`src/rtl/argmax_seq_if.sv`:
```
// Stream-side bundle for argmax_seq: element input stream and result output stream.
interface argmax_seq_if #(
  parameter int M  = 32,
  parameter int IW = 4
);
  logic          in_valid;
  logic          in_ready;
  logic [M-1:0]  in_data;
  logic          out_valid;
  logic          out_ready;
  logic [M-1:0]  max;
  logic [IW-1:0] ind;

  // Producer / consumer side (drives elements, takes results).
  modport master (
    output in_valid, in_data, out_ready,
    input  in_ready, out_valid, max, ind
  );

  // argmax block side.
  modport slave (
    input  in_valid, in_data, out_ready,
    output in_ready, out_valid, max, ind
  );
endinterface

```
`src/rtl/argmax_seq.sv`:
```
// Sequential argmax: scans one element per cycle through a single compare
// slice and reports the frame maximum plus its earliest index.
module argmax_seq #(
  parameter int N  = 16,
  parameter int M  = 32,
  parameter int IW = 4
) (
  input  logic        clk,
  input  logic        rst,
  input  logic        start,
  input  logic        abort,
  output logic        busy,
  argmax_seq_if.slave bus
);

  typedef enum logic [1:0] {
    IDLE = 2'd0,
    RUN  = 2'd1,
    DONE = 2'd2
  } state_e;

  // Counter is one bit wider than the index so that cnt==N is representable.
  localparam logic [IW:0] N_CNT = (IW+1)'(N);
  localparam logic [IW:0] CNT_ZERO = {(IW+1){1'b0}};
  localparam logic [IW:0] CNT_ONE  = {{IW{1'b0}}, 1'b1};

  state_e        state_q, state_d;
  logic [IW:0]   cnt_q, cnt_d;
  logic [M-1:0]  max_q, max_d;
  logic [IW-1:0] ind_q, ind_d;
  logic          busy_q, busy_d;
  logic          out_valid_q, out_valid_d;

  logic          in_ready_s;
  logic          accept_s;
  logic [IW:0]   cnt_inc_s;

  // in_ready depends only on state and abort so an aborting cycle never accepts.
  assign in_ready_s = (state_q == RUN) & ~abort;
  assign accept_s   = bus.in_valid & in_ready_s;
  assign cnt_inc_s  = cnt_q + CNT_ONE;

  // Next-state, counter and running-max selection.
  always_comb begin
    state_d     = state_q;
    cnt_d       = cnt_q;
    max_d       = max_q;
    ind_d       = ind_q;
    case (state_q)
      IDLE: begin
        if (start) begin
          state_d = RUN;
          cnt_d   = CNT_ZERO;
        end else begin
          state_d = IDLE;
        end
      end
      RUN: begin
        if (abort) begin
          // Partial max/ind are left as-is; they are meaningless outside DONE.
          state_d = IDLE;
        end else if (accept_s) begin
          if (cnt_q == CNT_ZERO) begin
            max_d = bus.in_data;
            ind_d = {IW{1'b0}};
          end else if (bus.in_data > max_q) begin
            // Strict compare keeps the earliest index on ties.
            max_d = bus.in_data;
            ind_d = cnt_q[IW-1:0];
          end else begin
            max_d = max_q;
            ind_d = ind_q;
          end
          cnt_d = cnt_inc_s;
          if (cnt_inc_s == N_CNT) begin
            state_d = DONE;
          end else begin
            state_d = RUN;
          end
        end else begin
          state_d = RUN;
        end
      end
      DONE: begin
        if (bus.out_ready) begin
          if (start) begin
            state_d = RUN;
            cnt_d   = CNT_ZERO;
          end else begin
            state_d = IDLE;
          end
        end else begin
          state_d = DONE;
        end
      end
      default: begin
        state_d = IDLE;
        cnt_d   = CNT_ZERO;
      end
    endcase
    busy_d      = (state_d != IDLE);
    out_valid_d = (state_d == DONE);
  end

  // State, datapath and status flops with synchronous reset.
  always_ff @(posedge clk) begin
    if (rst) begin
      state_q     <= IDLE;
      cnt_q       <= CNT_ZERO;
      max_q       <= {M{1'b0}};
      ind_q       <= {IW{1'b0}};
      busy_q      <= 1'b0;
      out_valid_q <= 1'b0;
    end else begin
      state_q     <= state_d;
      cnt_q       <= cnt_d;
      max_q       <= max_d;
      ind_q       <= ind_d;
      busy_q      <= busy_d;
      out_valid_q <= out_valid_d;
    end
  end

  assign busy          = busy_q;
  assign bus.in_ready  = in_ready_s;
  assign bus.out_valid = out_valid_q;
  assign bus.max       = max_q;
  assign bus.ind       = ind_q;

endmodule

```
`src/flat_wrapper.sv`:
```
// flat-port wrapper written by rule: the top's interface ports become plain ports
module argmax_seq_flat 
#(
  parameter int N  = 16,
  parameter int M  = 32,
  parameter int IW = 4
)
  (clk, rst, start, abort, busy, bus_in_valid, bus_in_data, bus_out_ready, bus_in_ready, bus_out_valid, bus_max, bus_ind);
  argmax_seq_if #(.M(M), .IW(IW)) bus_i ();
  input  logic clk;
  input  logic rst;
  input  logic start;
  input  logic abort;
  output logic busy;
  input wire logic [$bits(bus_i.in_valid)-1:0] bus_in_valid;
  input wire logic [$bits(bus_i.in_data)-1:0] bus_in_data;
  input wire logic [$bits(bus_i.out_ready)-1:0] bus_out_ready;
  output wire logic [$bits(bus_i.in_ready)-1:0] bus_in_ready;
  output wire logic [$bits(bus_i.out_valid)-1:0] bus_out_valid;
  output wire logic [$bits(bus_i.max)-1:0] bus_max;
  output wire logic [$bits(bus_i.ind)-1:0] bus_ind;
  assign bus_i.in_valid = bus_in_valid;
  assign bus_i.in_data = bus_in_data;
  assign bus_i.out_ready = bus_out_ready;
  assign bus_in_ready = bus_i.in_ready;
  assign bus_out_valid = bus_i.out_valid;
  assign bus_max = bus_i.max;
  assign bus_ind = bus_i.ind;
  argmax_seq #(.N(N), .M(M), .IW(IW)) u_core (.clk(clk), .rst(rst), .start(start), .abort(abort), .busy(busy), .bus(bus_i));
endmodule
```
`config.mk`:
```
export PLATFORM = sky130hd
export DESIGN_NAME = argmax_seq_flat
export DESIGN_NICKNAME = d
export VERILOG_FILES = /design/src/rtl/argmax_seq_if.sv /design/src/rtl/argmax_seq.sv /design/src/flat_wrapper.sv
export SDC_FILE = /design/constraint.sdc
export NUM_CORES = 1
export LEC_CHECK = 0
export CORE_ASPECT_RATIO = 1.2
export CORE_MARGIN = 2
export CORE_UTILIZATION = 28
export DETAILED_ROUTE_END_ITERATION = 10
export HOLD_SLACK_MARGIN = 0.06
export PLACE_DENSITY = 0.54
export SLEW_MARGIN = 20
export SYNTH_ARGS = -nofsm -noshare
export SYNTH_HDL_FRONTEND = slang
export SYNTH_SLANG_ARGS = --single-unit
```
`constraint.sdc`:
```
create_clock -name clk -period 5.89 [get_ports clk]
set_clock_uncertainty 0.05 [all_clocks]
set_input_delay 0.8835 -clock clk [delete_from_list [all_inputs] [get_ports clk]]
set_output_delay 0.8835 -clock clk [all_outputs]
set_load 0.01 [all_outputs]
```
==> metrics.md <==
| Metric | Value |
|---|---|
| Detail Route Antenna Nets | 0 |
| Number of cells on the worst reg-to-reg path | 8 |
| Post-CTS setup buffers | 0 |
| Longest Clk Path Bufs | 2 |
| Launch point of the worst path | bus_in_data[14] |
| Effective utilization at floorplan | 0.286 |
| Number of hold violations in the final report | 0 |
| Number of distinct library cells after synthesis | 40 |
| Count of pins over their slew limit | 0 |
| Area of the placeable core | 9420 um2 |
| Number of maximum-capacitance constraint violations | 0 |
| Average footprint of a synthesized cell | slightly above 8 um2 |
| Average wire per cell in the routed design | 12.9 um |
| Total vias in the final route | between 2000 and 3000 |
| Width of the die | around 93 um |
| Height of the die | 111 um |
| Min cycle time layout | ~3.9 ns |
| Row Count | 39 |
| RSZ-0062 raised after global routing | false |
| Initial antenna violation count | 0 |
| Setup TNS | 0 ns |
| Post-synth design cell area | around 2700 um2 |
| Switching share of total power | 0.233 |
| Internal power consumption | 0.000546 W |
| Number of standard cells in the final layout excluding fillers | 522 |
| Worst hold-check path type | reg -> reg |
| CP Data Arrival Time | between 4 and 5 ns |
| Post-cts resize count | 0 |
| Count of endpoints failing setup in the final report | 0 |
| Number of fillers in the final layout | around 970 |
| Dominant cells by area after synthesis | sky130_fd_sc_hd__dfxtp_1 33%, sky130_fd_sc_hd__ha_1 16%, sky130_fd_sc_hd__a21oi_1 9.7% |
| Clock tree from TritonCTS | built |
| Number of nets produced by synthesis | between 400 and 500 |
| WP data required | approximately 6.0 ns |
| Endpoint of the worst setup timing path | u_core.bus.ind[1] |
| Post-placement cell count | 514 |
| Clock network fraction of design power | 0.412 |
| Period utilization | 0.663 |
| Largest area contributor in the netlist | sky130_fd_sc_hd__dfxtp_1 |
| Final global-route overflow total | 0 |
| Count of input and output buffers | 76 |
| Residual DRC | 0 |
| Status | completed |
| Yosys reg bits | 45 |
| Switching power of the nets | 0.000166 W |
| H-tree depth reported by CTS | 2 |
| Crit Path Max Fanout | 37 |
| Slew Limit Headroom | 0.316 |
| Clock latency reported for the late side of the worst-skew pair | 0.28 ns |
| Vias in the first global route | 2337 |
| Drt total wl | 6.75 mm |
| Cell count after synthesis | 332 |
| Ratio of cells with drive above 1 in the final layout | 0.0376 |
| Share of total power in combinational logic | 0.146 |
| Clock-pin slew on the worst setup and hold paths | roughly 0.06 ns |
| Maximum clock frequency | 256 MHz |
| Detailed-route vias per instance | ~4.8 |
| Worst Max-Slew Pin Slew | 1.01 ns |
| Layout area overhead | 38.1% |
| Count of boundary I/O pins | slightly below 80 |
| Lkg Pwr | ~1.2 nW |
| Die Area | 10400 um2 |
| TritonCTS sink count | 45 |
| Register-to-Register Setup Slack | 2.56 ns |
| Final weighted congestion in routability-driven placement | 0.787 |
| Power per cell area | 192 nW/um2 |
| Launch point of the worst reg-to-reg path | u_core.cnt_q[0] |
| Aggregate global-route resource usage | 0.130 |
| Total clock buffers created by CTS | 5 |
| Detailed router's first-iteration violation count | 55 |
| Share of total power in sequential cells | 0.442 |
| Diodes inserted | 0 |
| Most common library cell in the layout ignoring fill and taps | sky130_fd_sc_hd__clkdlybuf4s50_1 |
| Number of hold-repair buffers added at the cts stage | 0 |
| Number of warnings issued by yosys | 0 |
| Setup CP Type | in -> reg |
| R2r endpoint | u_core.bus.ind[1] |
| Worst Setup End Kind | register |
| Maximum number of pins on one net before global-route repair | 48 |
| Wire length of the first global-routing pass | between 10 and 15 mm |
| Final net count | between 400 and 500 |
| Initial DRT Pass Iterations | 5 |
| Commonest cells after routing, fill and taps aside | 75 x sky130_fd_sc_hd__clkdlybuf4s50_1, 52 x sky130_fd_sc_hd__a21oi_1, 45 x sky130_fd_sc_hd__dfxtp_1 |
| VDD IR max | between 0.0001 and 0.00015 V |
| Cell at the root of the clock tree | sky130_fd_sc_hd__clkbuf_16 |
| Half-perimeter wire length after placement | 5.00 mm |
| Area share of the largest cell type after synthesis | 0.335 |
| Part of the Yosys area used for sequential elements | 0.335 |
| Nature of the critical path startpoint | primary input |
## area by class of cell
type                       instances  area, um2  share of cell area
multi-input combinational        233       1600               0.431
timing repair buffer              78        771               0.207
inverter                          35        131              0.0354
sequential                        45        901               0.243
tap                              123        154              0.0414
clock inverter                     1       5.00             0.00135
clock buffer                       7        153              0.0411
## critical path: stages
cell and delay [ns]:
sky130_fd_sc_hd__clkdlybuf4s50_1 0.43, sky130_fd_sc_hd__ha_1 0.34, sky130_fd_sc_hd__nand4_1 0.13, sky130_fd_sc_hd__or4_1 0.62, sky130_fd_sc_hd__o311ai_1 0.47, sky130_fd_sc_hd__a31oi_4 0.22, sky130_fd_sc_hd__buf_4 0.35, sky130_fd_sc_hd__or4b_1 0.49
sky130_fd_sc_hd__o41ai_1 0.08
## power by group through the flow
| stage | Clock (W) | Combinational [W] | Sequential [W] |
|---|---|---|---|
| final | 0.000293 | 0.000104 | 0.000314 |
| after CTS | 0.000305 | 0.000106 | 0.000314 |
| after detailed placement | 0 | 0.000105 | 0.000321 |
| after global routing | 0.000317 | 0.000117 | 0.000315 |
| after global placement | 0 | 0.000104 | 0.000321 |
| after floorplan | 0 | 0.0000495 | 0.000323 |
## flip-flops by register name, indices dropped and copies added (netlist names)
register / count
u_core.cnt_q: 5
u_core.bus.out_valid: 1
u_core.bus.ind: 4
u_core.state_q: 2
u_core.busy: 1
u_core.bus.max: 32
## worst min path at each step
stage / from / endpoint / slack, ns / cells past startpoint
global placement: u_core.cnt_q[1] / u_core.cnt_q[1] / 0.47 / 2
CTS: u_core.cnt_q[1] / u_core.cnt_q[1] / 0.48 / 2
finish: u_core.cnt_q[1] / u_core.cnt_q[1] / 0.48 / 2
global route: u_core.cnt_q[1] / u_core.cnt_q[1] / 0.50 / 2
floorplan: u_core.cnt_q[1] / u_core.cnt_q[1] / 0.43 / 2
detailed placement: u_core.cnt_q[1] / u_core.cnt_q[1] / 0.47 / 2
## routing by layer
layer | vias up | share of wire | GRT usage
met5 | - | 0 | 0
met4 | 0 | 0.013 | 0.0441
met3 | 4 | 0.036 | 0.0217
met2 | 45 | 0.48 | 0.219
met1 | 1140 | 0.47 | 0.168
li1 | 1317 | - | -
## cell usage after synthesis
cell,n
sky130_fd_sc_hd__a21oi_1,52
sky130_fd_sc_hd__dfxtp_1,45
sky130_fd_sc_hd__ha_1,35
sky130_fd_sc_hd__inv_1,35
sky130_fd_sc_hd__o21ai_0,32
sky130_fd_sc_hd__or3_1,31
sky130_fd_sc_hd__clkbuf_1,16
sky130_fd_sc_hd__nor2_1,13
sky130_fd_sc_hd__nand2_1,11
sky130_fd_sc_hd__o21ai_1,9
sky130_fd_sc_hd__nand4_1,6
sky130_fd_sc_hd__nand3_1,4
sky130_fd_sc_hd__clkbuf_2,3
sky130_fd_sc_hd__or3b_1,3
sky130_fd_sc_hd__a31oi_2,2
sky130_fd_sc_hd__and2_1,2
sky130_fd_sc_hd__and4_1,2
sky130_fd_sc_hd__nand2b_1,2
sky130_fd_sc_hd__nand3b_1,2
sky130_fd_sc_hd__nor3b_1,2
sky130_fd_sc_hd__nor4b_1,2
sky130_fd_sc_hd__o41ai_1,2
sky130_fd_sc_hd__or4_1,2
sky130_fd_sc_hd__or4b_1,2
sky130_fd_sc_hd__xor2_1,2
sky130_fd_sc_hd__a2111oi_0,1
sky130_fd_sc_hd__a21boi_0,1
sky130_fd_sc_hd__a21o_1,1
sky130_fd_sc_hd__a221oi_1,1
sky130_fd_sc_hd__a31oi_1,1
sky130_fd_sc_hd__nand4_2,1
sky130_fd_sc_hd__nand4b_1,1
sky130_fd_sc_hd__nor2b_1,1
sky130_fd_sc_hd__nor3_1,1
sky130_fd_sc_hd__nor4_1,1
sky130_fd_sc_hd__o211ai_1,1
sky130_fd_sc_hd__o21a_1,1
sky130_fd_sc_hd__o311ai_1,1
sky130_fd_sc_hd__o41ai_2,1
sky130_fd_sc_hd__xnor2_1,1
## through the flow
step                      utilization  hold WS (ns)  setup slack (ns)  area, um2  power [W]
after global routing            0.394         0.498              1.77       3710   0.000748
after CTS                       0.394         0.479              1.99       3710   0.000725
after detailed placement        0.378         0.470              1.70       3560   0.000426
final                           0.394         0.478              1.98       3710   0.000711
after floorplan                     -         0.427              2.70       2690   0.000373
after global placement          0.378         0.469              1.77       3560   0.000425
## cell families after synthesis
group,synth area share
xor gates and xnor gates,0.00977
AOI/OAI and AO/OA,0.218
DFF,0.335
buffers and inverters,0.0767
adders and majority gates,0.163
and+or+nand+nor,0.198
No activity file was read; power rests on OpenSTA's default activity.
